===== src/rtl/div_sqrt_2_if.sv =====
// Data bus for the x/sqrt(2) constant multiplier: one signed sample in and
// one signed result out per clock, with no handshake.
interface div_sqrt_2_if;
   logic signed [7:0] in;
   logic signed [7:0] out;

   modport master (output in, input out);
   modport slave  (input in, output out);
endinterface


===== src/rtl/div_sqrt_2.sv =====
// Pipelined signed 8-bit multiply by 1/sqrt(2) using N shift-add terms of
// 0.10110101b, one term per stage, floor-truncated result.
module div_sqrt_2 #(
   parameter int N = 3
) (
   input  logic         clk,
   input  logic         rst,
   div_sqrt_2_if.slave  bus
);

   generate
      if (N < 1 || N > 5) begin : g_bad_n
         $error("div_sqrt_2: parameter N must be in 1..5");
      end
   endgenerate

   // Term idx (0-based) is the operand scaled by 2^8 then shifted right by
   // 1, 3, 4, 6 or 8; the scaling keeps every term exact.
   function automatic logic signed [15:0] term_of(input logic signed [7:0] x,
                                                  input int idx);
      logic signed [15:0] ext;
      ext = {x, 8'h00};
      case (idx)
         0:       term_of = ext >>> 4'd1;
         1:       term_of = ext >>> 4'd3;
         2:       term_of = ext >>> 4'd4;
         3:       term_of = ext >>> 4'd6;
         4:       term_of = ext >>> 4'd8;
         default: term_of = 16'sd0;
      endcase
   endfunction

   logic signed [7:0]  x_d   [0:N-1];
   logic signed [7:0]  x_q   [0:N-1];
   logic signed [15:0] sum_d [0:N-1];
   logic signed [15:0] sum_q [0:N-1];
   logic               unused_s;

   // Stage k adds term k to the partial sum carried with its own operand copy.
   always_comb begin
      x_d[0]   = bus.in;
      sum_d[0] = term_of(bus.in, 0);
      for (int k = 1; k < N; k++) begin
         x_d[k]   = x_q[k-1];
         sum_d[k] = sum_q[k-1] + term_of(x_q[k-1], k);
      end
   end

   // Pipeline registers, cleared immediately by the asynchronous reset.
   always_ff @(posedge clk or negedge rst) begin
      if (!rst) begin
         for (int k = 0; k < N; k++) begin
            x_q[k]   <= 8'sd0;
            sum_q[k] <= 16'sd0;
         end
      end else begin
         for (int k = 0; k < N; k++) begin
            x_q[k]   <= x_d[k];
            sum_q[k] <= sum_d[k];
         end
      end
   end

   // Dropping the 8 fractional bits of the final sum floors the product.
   assign bus.out = sum_q[N-1][15:8];

   // The last operand copy and the fraction bits are not consumed downstream.
   assign unused_s = ^{x_q[N-1], sum_q[N-1][7:0]};

endmodule


===== src/flat_wrapper.sv =====
// flat-port wrapper written by rule: the top's interface ports become plain ports
module div_sqrt_2_flat 
#(
   parameter int N = 3
)
  (clk, rst, bus_in, bus_out);
  div_sqrt_2_if bus_i ();
  input  logic clk;
  input  logic rst;
  input wire logic [$bits(bus_i.in)-1:0] bus_in;
  output wire logic [$bits(bus_i.out)-1:0] bus_out;
  assign bus_i.in = bus_in;
  assign bus_out = bus_i.out;
  div_sqrt_2 #(.N(N)) u_core (.clk(clk), .rst(rst), .bus(bus_i));
endmodule

===== config.mk =====
export PLATFORM = sky130hd
export DESIGN_NAME = div_sqrt_2_flat
export DESIGN_NICKNAME = d
export VERILOG_FILES = /design/src/rtl/div_sqrt_2_if.sv /design/src/rtl/div_sqrt_2.sv /design/src/flat_wrapper.sv
export SDC_FILE = /design/constraint.sdc
export NUM_CORES = 1
export LEC_CHECK = 0
export BUFFER_PORTS_ARGS = -buffer_cell sky130_fd_sc_hd__buf_4
export CAP_MARGIN = 20
export CELL_PAD_IN_SITES_DETAIL_PLACEMENT = 1
export CELL_PAD_IN_SITES_GLOBAL_PLACEMENT = 1
export CORE_ASPECT_RATIO = 0.5
export CORE_MARGIN = 10
export CORE_UTILIZATION = 25
export CTS_CLUSTER_DIAMETER = 60
export CTS_CLUSTER_SIZE = 16
export DETAILED_ROUTE_END_ITERATION = 8
export PLACE_DENSITY_LB_ADDON = 0.1
export SYNTH_ARGS = -nofsm -noshare
export SYNTH_HDL_FRONTEND = slang
export SYNTH_SLANG_ARGS = --single-unit

===== constraint.sdc =====
create_clock -name clk -period 1.9 [get_ports clk]
set_input_delay 0.38 -clock clk [delete_from_list [all_inputs] [get_ports clk]]
set_output_delay 0.38 -clock clk [all_outputs]
set_load 0.01 [all_outputs]

== Yosys cells after proc, flatten, opt, wreduce, memory -nomap -nowiden ==
Index checks and enable logic that the tools add are counted.

* Register bits after elaboration: 56
* Input bits: 10
* Output and inout port bits: 8
* Word-level logic and storage cells: 7

* $add $sub $neg: 2

{| class="wikitable"
|+ Operator list
! kind !! count
|-
| 15-bit by 13-bit adder with 16-bit output || 1
|-
| 16-bit by 12-bit adder with 16-bit output || 1
|}

== Logic depth before layout (Yosys ltp) ==
Gate-level depths: netlist of run 1.

* Depth after elaboration: 1
* Mapped depth: 6
* Gate-level depth less buffers: 6

== Worst setup path before layout of run 1 ==
Ideal clock, no wire load.

* Path kind: reg2reg
* Start point: register u_core.sum_q[41] (netlist bit)
* End point: register u_core.sum_q[29] (netlist bit)
* Setup time: 0.131 ns
* Arrival time: 1.523 ns
* Required time: 1.769 ns
* Setup slack: 0.247 ns
* Stages on the path, launching flop included: 7
* Path buffers: 0
* Clock period less this slack: 1.653 ns
* Path through: dfrtp_1 -> ha_1 -> fa_1 -> a21o_1 -> a21oi_1 -> nand3b_1 -> nand3_1

{| class="wikitable"
|+ RTL lines
! element !! RTL line !! text
|-
| start, declared || div_sqrt_2.sv:36 || <nowiki>logic signed [15:0] sum_q [0:N-1];</nowiki>
|-
| start signal, assigned by index || div_sqrt_2.sv:59 || <nowiki>sum_q[k] <= sum_d[k];</nowiki>
|}

==> flow_metrics.tcl, run 1 <==
set metrics [dict create \
    p_total_w 0.00214 \
    dp_hpwl_um 2240 \
    ys_seq_elements 32 \
    grt_max_degree 33 \
    crit_family "compound AO/OA/AOI/OAI gates" \
    cts_max_path_buffers 2 \
    reg2regPathDepth 5 \
    path_max_fanout 5 \
    leakage_nw 0.840 \
    finalNetCount 162 \
    use_met1_pct 9.28 \
    met3_usage_pct 3.43 \
    busiest_layer "met2" \
    status "finished clean" \
    first_pass_iters 3 \
    regToRegSetupSlack_ps 160 \
    power_density_nw_per_um2 1180 \
    root_buffer "clkbuf_16" \
    hold_path.class "in2async" \
    max_slew_margin_pct 73.3 \
    cp_common_cell "a21o_1" \
    synth_edf_count 0 \
    path_class "reg2reg" \
    num_vias 905 \
    clock_sinks 32 \
    start_kind "flip-flop" \
    tns_ps 0 \
    path_clk_slew_ps 50 \
    synth_top_cell_area_share_pct 52.8 \
    hold_viol_final 0 \
    drc 0 \
    peakVddDrop_v 0.000376 \
    final_cells 208 \
    ys_types 34 \
    rsz0062_at_grt "false" \
    ios 18 \
    cts_tree "built" \
    cts_buffers 5 \
    grtUsageTotal_pct 7.00 \
    drive_gt1_share_pct 25.2 \
    fmax_mhz 574 \
    grt_pass1_vias 1017 \
    wl_um 3000 \
    met2_usage_pct 9.52 \
    crit_arrival_ps 1900 \
    synth_top_cells_by_count "dfrtp_1 (32), ha_1 (16), buf_4 (8), nor2_1 (7), nor3_1 (6)" \
    yosys_warnings 0 \
    synth.most_common_cell "dfrtp_1" \
    clk_latency_ps 270 \
    slowest_delay_ps 410 \
    synth_flop_cell "dfrtp_1" \
    synth_area_leaders "dfrtp_1 (53%), ha_1 (13%), buf_4 (4.0%)" \
    crit_cells 5 \
    setup_viol 0 \
    dieArea_sq_um 9780 \
    rows 19 \
    period_share_pct 91.7 \
    first_iter_violations 20 \
    cap_violations 0 \
    syn_inst 119 \
    io_buffers 17 \
    coreArea_sq_um 5680 \
    grt_overflow_total 0 \
    syn_area_sq_um 1520 \
    finalCriticalPeriod_ps 1740 \
    syn_area_per_cell_sq_um 12.8 \
    syn_to_final_growth_pct 19.5 \
    postCtsSetupBuffers 0 \
    synthesis.nets 146 \
    worst_slew_pin_slew_ps 400 \
    antenna_cells 0 \
    start_util_pct 26.7 \
    fp.dieH_um 75.1 \
    cp_slowest_cell "dfrtp_1" \
    drv_slew 0 \
    path_buf_inv 0 \
    wl_per_cell_um 14.4 \
    yosys.area.top_type "dfrtp_1" \
    htree_levels 2 \
    ys_seq_area_share_pct 52.8 \
    crit_chain "ha_1 > a21o_1 > a21o_1 > and2_1 > a211o_1" \
    place_inst 201 \
    die_width_um 130 \
    antenna_found_initial 0 \
    grt_pass1_wl_um 5200 \
    ant_nets 0 \
    required_ps 2050 \
    cp-end-kind "flip-flop" \
    skew_ps 4.85 \
    synthArstFlopShare_pct 100 \
    viasPerCell 4.35 \
    gp_congestion 0.730 \
]
## layer usage
layer | wire (um) | vias up
met5 | 0 | -
met4 | 32 | 0
met3 | 193 | 5
met2 | 1140 | 19
met1 | 1630 | 429
li1 | - | 452
## worst reg2reg max path: stages (launching register included)
cell     delay, ps
dfrtp_1        410
ha_1           380
a21o_1         210
a21o_1         180
and2_1         180
a211o_1        260
## metrics by stage
stage               hold slack, ps  util, %  worst slack [ps]  cell area [sq um]
detailed placement             348     29.5               113               1680
floorplan                     84.4        -               247               1520
CTS                           55.7     31.9              99.1               1810
global route                  72.8     31.9              59.5               1810
finish                        38.9     31.9               158               1810
global placement               348     29.5               169               1680
## repair_timing
item	4_1_cts	5_1_grt
resized for setup	0	1
endpoints found under the setup margin	0	1
hold buffers	0	0
## cells by family after synthesis
group,count (synthesis),synth area share (%)
flops,32,52.8
simple gates,25,8.41
compound gates,24,14.5
fa+ha+maj,17,14.5
buf+inv,13,5.19
xor+xnor,8,4.62
## where the power goes
part	switching [W]	total [W]	internal (W)	leakage, nW
registers	0.0000428	0.000841	0.000799	0.374
clock network	0.000260	0.000734	0.000474	0.0667
logic	0.000289	0.000561	0.000272	0.399
total	0.000592	0.00214	0.00155	0.840
## cells in the final DEF (no fill, tap or decap), types with 2 or more instances in the layout
| cell | Yosys | final |
|---|---|---|
| a21o_1 | 4 | 4 |
| a21oi_2 | 4 | 5 |
| a221oi_2 | 2 | 2 |
| buf_4 | 8 | 17 |
| clkbuf_16 | 0 | 5 |
| dfrtp_1 | 32 | 32 |
| ha_1 | 16 | 16 |
| inv_1 | 5 | 5 |
| nand2_1 | 3 | 3 |
| nand3_1 | 2 | 2 |
| nor2_1 | 7 | 7 |
| nor3_1 | 6 | 6 |
| xnor2_1 | 5 | 5 |
| xor2_1 | 3 | 3 |
## area by class of cell
class | count | area (sq um)
flip-flops and latches | 32 | 801
fillers | 624 | 3870
inverters | 5 | 18.8
clock buffers | 6 | 129
well taps | 73 | 91.3
multi-input cells | 74 | 642
clock inverters | 1 | 5.00
repair buffers | 17 | 128
## worst paths after layout
check | endpoint | start
setup / recovery | u_core.bus.out[7]$_DFF_PN0_ | u_core.sum_q[31]$_DFF_PN0_
hold / removal | u_core.sum_q[42]$_DFF_PN0_ | rst
setup reg to reg | u_core.bus.out[7]$_DFF_PN0_ | u_core.sum_q[31]$_DFF_PN0_
hold reg to reg | u_core.x_d[0]$_DFF_PN0_ | u_core.sum_q[39]$_DFF_PN0_
max in group asynchronous | u_core.x_d[4]$_DFF_PN0_ | rst
min in group clk | u_core.sum_q[42]$_DFF_PN0_ | bus_in[3]
## registers in the layout, summed over array words and instances, names as in the netlist
name and cells:
u_core.x_d 7, u_core.bus.out 8, u_core.sum_q 17
No activity file was read; power rests on OpenSTA's default activity.
==> run 2: changes to the inputs <==
--- a/config.mk
+++ b/config.mk
@@ -6,5 +6,5 @@
 export NUM_CORES = 1
 export LEC_CHECK = 0
-export BUFFER_PORTS_ARGS = -buffer_cell sky130_fd_sc_hd__buf_4
+export ABC_CLOCK_PERIOD_IN_PS = 1900
 export CAP_MARGIN = 20
 export CELL_PAD_IN_SITES_DETAIL_PLACEMENT = 1
@@ -16,4 +16,5 @@
 export CTS_CLUSTER_SIZE = 16
 export DETAILED_ROUTE_END_ITERATION = 8
+export DONT_BUFFER_PORTS = 1
 export PLACE_DENSITY_LB_ADDON = 0.1
 export SYNTH_ARGS = -nofsm -noshare
==> constraint.sdc (replaced) <==
create_clock -name clk -period 1.9 [get_ports clk]
set_input_delay 0.095 -clock clk [delete_from_list [all_inputs] [get_ports clk]]
set_output_delay 0.095 -clock clk [all_outputs]
set_load 0.01 [all_outputs]
==> flow_metrics.tcl, run 2 (synthesis gave the netlist of run 1 again) <==
set metrics [dict create \
    status "finished clean" \
    cts_tree "built" \
    slowest_delay_ps 390 \
    leakage_nw 0.823 \
    root_buffer "clkbuf_16" \
    reg2reg_to "u_core.sum_q[27]$_DFF_PN0_" \
    finalCriticalPeriod_ps 1740 \
    regMostFlops "u_core.sum_q" \
    cts_buffers 5 \
    viasPerCell 4.34 \
    cp-end-kind "flip-flop" \
    antenna_found_initial 0 \
    drv_slew 0 \
    rr_startpoint "u_core.sum_q[39]$_DFF_PN0_" \
    cap_violations 0 \
    path_class "reg2reg" \
    max_slew_margin_pct 80.9 \
    peakVddDrop_v 0.000333 \
    io_buffers 0 \
    ant_nets 0 \
    clock_sinks 32 \
    cts_max_path_buffers 2 \
    path_max_fanout 3 \
    rsz0062_at_grt "false" \
    tns_ps 0 \
    grt_pass1_vias 1021 \
    first_iter_violations 20 \
    layout_commonest_cell "dfrtp_1" \
    syn_to_final_growth_pct 20.4 \
    p_total_w 0.00209 \
    num_vias 889 \
    crit_family "adder cells" \
    met3_usage_pct 2.94 \
    dp_hpwl_um 2330 \
    antenna_cells 0 \
    met2_usage_pct 10.2 \
    rows 19 \
    wl_um 2950 \
    cp_slowest_cell "fa_1" \
    postCtsSetupBuffers 0 \
    grt_max_degree 33 \
    finalNetCount 158 \
    drive_gt1_share_pct 15.2 \
    hold_path.class "in2async" \
    path_buf_inv 1 \
    largest_reg_flops 17 \
    fp.dieH_um 75.1 \
    htree_levels 2 \
    gp_congestion 0.779 \
    die_width_um 130 \
    grt_overflow_total 0 \
    path_clk_slew_ps 50 \
    period_share_pct 91.6 \
    power_density_nw_per_um2 1150 \
    first_pass_iters 4 \
    drc 0 \
    setup_viol 0 \
    wl_per_cell_um 14.4 \
    start_util_pct 26.7 \
    busiest_layer "met2" \
    hold_viol_final 0 \
    crit_arrival_ps 1920 \
    start_kind "flip-flop" \
    crit_chain "ha_1 > fa_1 > a21o_1 > a21oi_1 > buf_4 > xnor2_1" \
    regToRegSetupSlack_ps 160 \
    ios 18 \
    ctsResizeCount 0 \
    skew_ps 3.69 \
    dieArea_sq_um 9780 \
    layout_common_cells "dfrtp_1 (32), ha_1 (16), dlygate4sd3_1 (9)" \
    clk_latency_ps 270 \
    fmax_mhz 575 \
    grtUsageTotal_pct 7.22 \
    use_met1_pct 9.56 \
    required_ps 2080 \
    reg2regPathDepth 6 \
    grt_pass1_wl_um 5350 \
    worst_slew_pin_slew_ps 284 \
    coreArea_sq_um 5680 \
]
[run 2: timing repair]
action                                  in CTS  in global routing
hold endpoints to repair                    40                  0
endpoints found under the setup margin       0                  0
hold buffers                                10                  0
[run 2: metrics by stage]
stage               setup slack [ps]  utilization, %  std cells  hold slack, ps  cell area [sq um]
floorplan                        247               -        119            -201               1520
global placement                 152            27.7        187            -199               1570
detailed placement               150            27.7        187            -199               1570
CTS                              139            32.2        205             279               1830
global route                    12.9            32.2        205             286               1830
finish                           160            32.2        205             268               1830
[run 2: cell type report]
type	instances	area, sq um
Fill cell	596	3850
Timing Repair Buffer	13	133
Sequential cell	32	801
Tap cell	73	91.3
Multi-Input combinational cell	74	638
Inverter	5	18.8
Clock buffer	8	146
[run 2: worst max path at each step]
stage | startpoint | end | cells after the start
floorplan | u_core.sum_q[41]$_DFF_PN0_ | u_core.sum_q[29]$_DFF_PN0_ | 6
CTS | u_core.sum_q[41]$_DFF_PN0_ | u_core.sum_q[27]$_DFF_PN0_ | 6
detailed placement | u_core.sum_q[41]$_DFF_PN0_ | u_core.sum_q[27]$_DFF_PN0_ | 6
global route | u_core.sum_q[39]$_DFF_PN0_ | u_core.sum_q[29]$_DFF_PN0_ | 6
finish | u_core.sum_q[39]$_DFF_PN0_ | u_core.sum_q[27]$_DFF_PN0_ | 6
global placement | u_core.sum_q[31]$_DFF_PN0_ | u_core.bus.out[7]$_DFF_PN0_ | 5
[run 2: routing by layer]
layer / routed length [um] / up-vias
li1: - / 447
met1: 1700 / 417
met2: 1110 / 19
met3: 102 / 6
met4: 38 / 0
met5: 0 / -
[run 2: where the power goes]
group / switching (W) / total [W] / internal (W)
combinational: 0.000223 / 0.000422 / 0.000199
sequential: 0.0000957 / 0.000896 / 0.000800
clock: 0.000254 / 0.000775 / 0.000521
total: 0.000573 / 0.00209 / 0.00152
==> run 3: changes to the inputs <==
- CELL_PAD_IN_SITES_DETAIL_PLACEMENT: 1 -> unset
- CELL_PAD_IN_SITES_GLOBAL_PLACEMENT: 1 -> unset
- PLACE_DENSITY_LB_ADDON: 0.1 -> unset
==> flow_metrics.tcl, run 3 (synthesis gave the netlist of run 1 again) <==
set metrics [dict create \
    crit_chain "ha_1 > fa_1 > a21o_1 > a21oi_2 > nand3b_1 > nand3_1" \
    cts_max_path_buffers 2 \
    path_max_fanout 3 \
    tns_ps 0 \
    start_util_pct 26.7 \
    dieArea_sq_um 9780 \
    num_vias 894 \
    pwr-share-seq_pct 40.6 \
    wl_um 2710 \
    n_fill_cell 545 \
    io_buffers 0 \
    ios 18 \
    cts_tree "built" \
    drv_slew 0 \
    grt_max_degree 33 \
    p_total_w 0.00221 \
    antenna_found_initial 0 \
    p_int_w 0.00161 \
    grt_pass1_wl_um 4740 \
    path_class "reg2reg" \
    slowest_delay_ps 400 \
    wl_per_cell_um 13.4 \
    worst_slew_pin_slew_ps 279 \
    antenna_cells 0 \
    drc 0 \
    crit_arrival_ps 1880 \
    skew_ps 2.87 \
    netSwitchingFraction_pct 27.2 \
    regMostFlops "u_core.sum_q" \
    first_iter_violations 60 \
    crit_family "adder cells" \
    cp_slowest_cell "dfrtp_1" \
    status "finished clean" \
    htree_levels 2 \
    rows 19 \
    first_pass_iters 6 \
    syn_to_final_growth_pct 20.6 \
    gp_congestion 0.854 \
    power.switching_w 0.000600 \
    largest_reg_flops 17 \
    worst_slack_ps 171 \
    path_clk_slew_ps 50 \
    max_slew_margin_pct 81.2 \
    grt_pass1_vias 1014 \
    path_buf_inv 0 \
    cp-end-kind "flip-flop" \
    period_share_pct 91.0 \
    hold_viol_final 0 \
    fp.dieH_um 75.1 \
    clock_sinks 32 \
    layout_commonest_cell "dfrtp_1" \
    place_ws_ps 106 \
    drive_gt1_share_pct 15.5 \
    finalNetCount 155 \
    layout_common_cells "dfrtp_1 (32), ha_1 (16), dlygate4sd3_1 (9)" \
    peakVddDrop_v 0.000312 \
    start_kind "flip-flop" \
    finalCriticalPeriod_ps 1730 \
    grt_overflow_total 0 \
    clkPwrFrac_pct 40.7 \
    grtUsageTotal_pct 6.31 \
    rsz0062_at_grt "false" \
    cts_buffers 5 \
    dp_hpwl_um 1960 \
    cap_violations 0 \
    hold_path.class "in2async" \
    power_density_nw_per_um2 1210 \
    required_ps 2050 \
    clk_latency_ps 270 \
    regToRegSetupSlack_ps 170 \
    leakage_nw 0.818 \
    coreArea_sq_um 5680 \
    setup_viol 0 \
    die_width_um 130 \
    p_comb_share_pct 18.7 \
    fmax_mhz 578 \
    ant_nets 0 \
    root_buffer "clkbuf_16" \
    viasPerCell 4.43 \
]
-- run 3: cell types whose count changed in the layout (fill, tap and decap cells not counted), sizes merged --
cell and change:
buf -3, clkbuf -3, clkinvlp +1, bufinv +1
clkinv +1
-- run 3: layer usage --
metal	wire (um)	track usage, %	part of all wire (%)
met1	1300	7.17	48
met2	1230	9.46	45
met3	126	2.73	4.7
met4	46	4.70	1.7
met5	0	0	0
-- run 3: power by group through the flow --
stage               clock (W)  sequential (W)  combinational, W
global route         0.000968        0.000912          0.000471
global placement            0        0.000913          0.000365
floorplan                   0        0.000839          0.000455
detailed placement          0        0.000915          0.000371
CTS                  0.000923        0.000903          0.000411
finish               0.000899        0.000897          0.000412
-- run 3: final timing paths --
check,to,cells after the start,start
setup / recovery,u_core.sum_q[29]$_DFF_PN0_,6,u_core.sum_q[41]$_DFF_PN0_
hold / removal,u_core.sum_q[40]$_DFF_PN0_,2,rst
setup reg to reg,u_core.sum_q[29]$_DFF_PN0_,6,u_core.sum_q[41]$_DFF_PN0_
hold reg to reg,u_core.x_d[0]$_DFF_PN0_,0,u_core.sum_q[39]$_DFF_PN0_
max in group asynchronous,u_core.bus.out[6]$_DFF_PN0_,2,rst
min in group clk,u_core.sum_q[41]$_DFF_PN0_,1,bus_in[2]
-- run 3: repair_timing --
| action | in CTS | in global routing |
|---|---|---|
| hold endpoints to repair | 40 | 0 |
| hold buffers | 10 | 0 |
| buffers inserted | 0 | 0 |
| endpoints found under the setup margin | 0 | 1 |
| resized for setup | 0 | 1 |
-- run 3: metrics by stage --
stage / std cells / hold slack, ps / area [sq um] / util, %
3_5_place_dp: 184 / -200 / 1550 / 27.3
6_report: 202 / 259 / 1830 / 32.2
2_1_floorplan: 119 / -201 / 1520 / -
3_3_place_gp: 184 / -200 / 1550 / 27.3
4_1_cts: 202 / 257 / 1830 / 32.2
5_1_grt: 202 / 268 / 1830 / 32.2
-- run 3: layout make-up --
class	count	area (sq um)	area share, %
Clock inverter	3	42.5	2.32
Sequential cell	32	801	43.7
Multi-Input combinational cell	74	642	35.1
Tap cell	73	91.3	4.99
Clock buffer	5	125	6.84
Inverter	5	18.8	1.03
Timing Repair Buffer	10	110	6.02
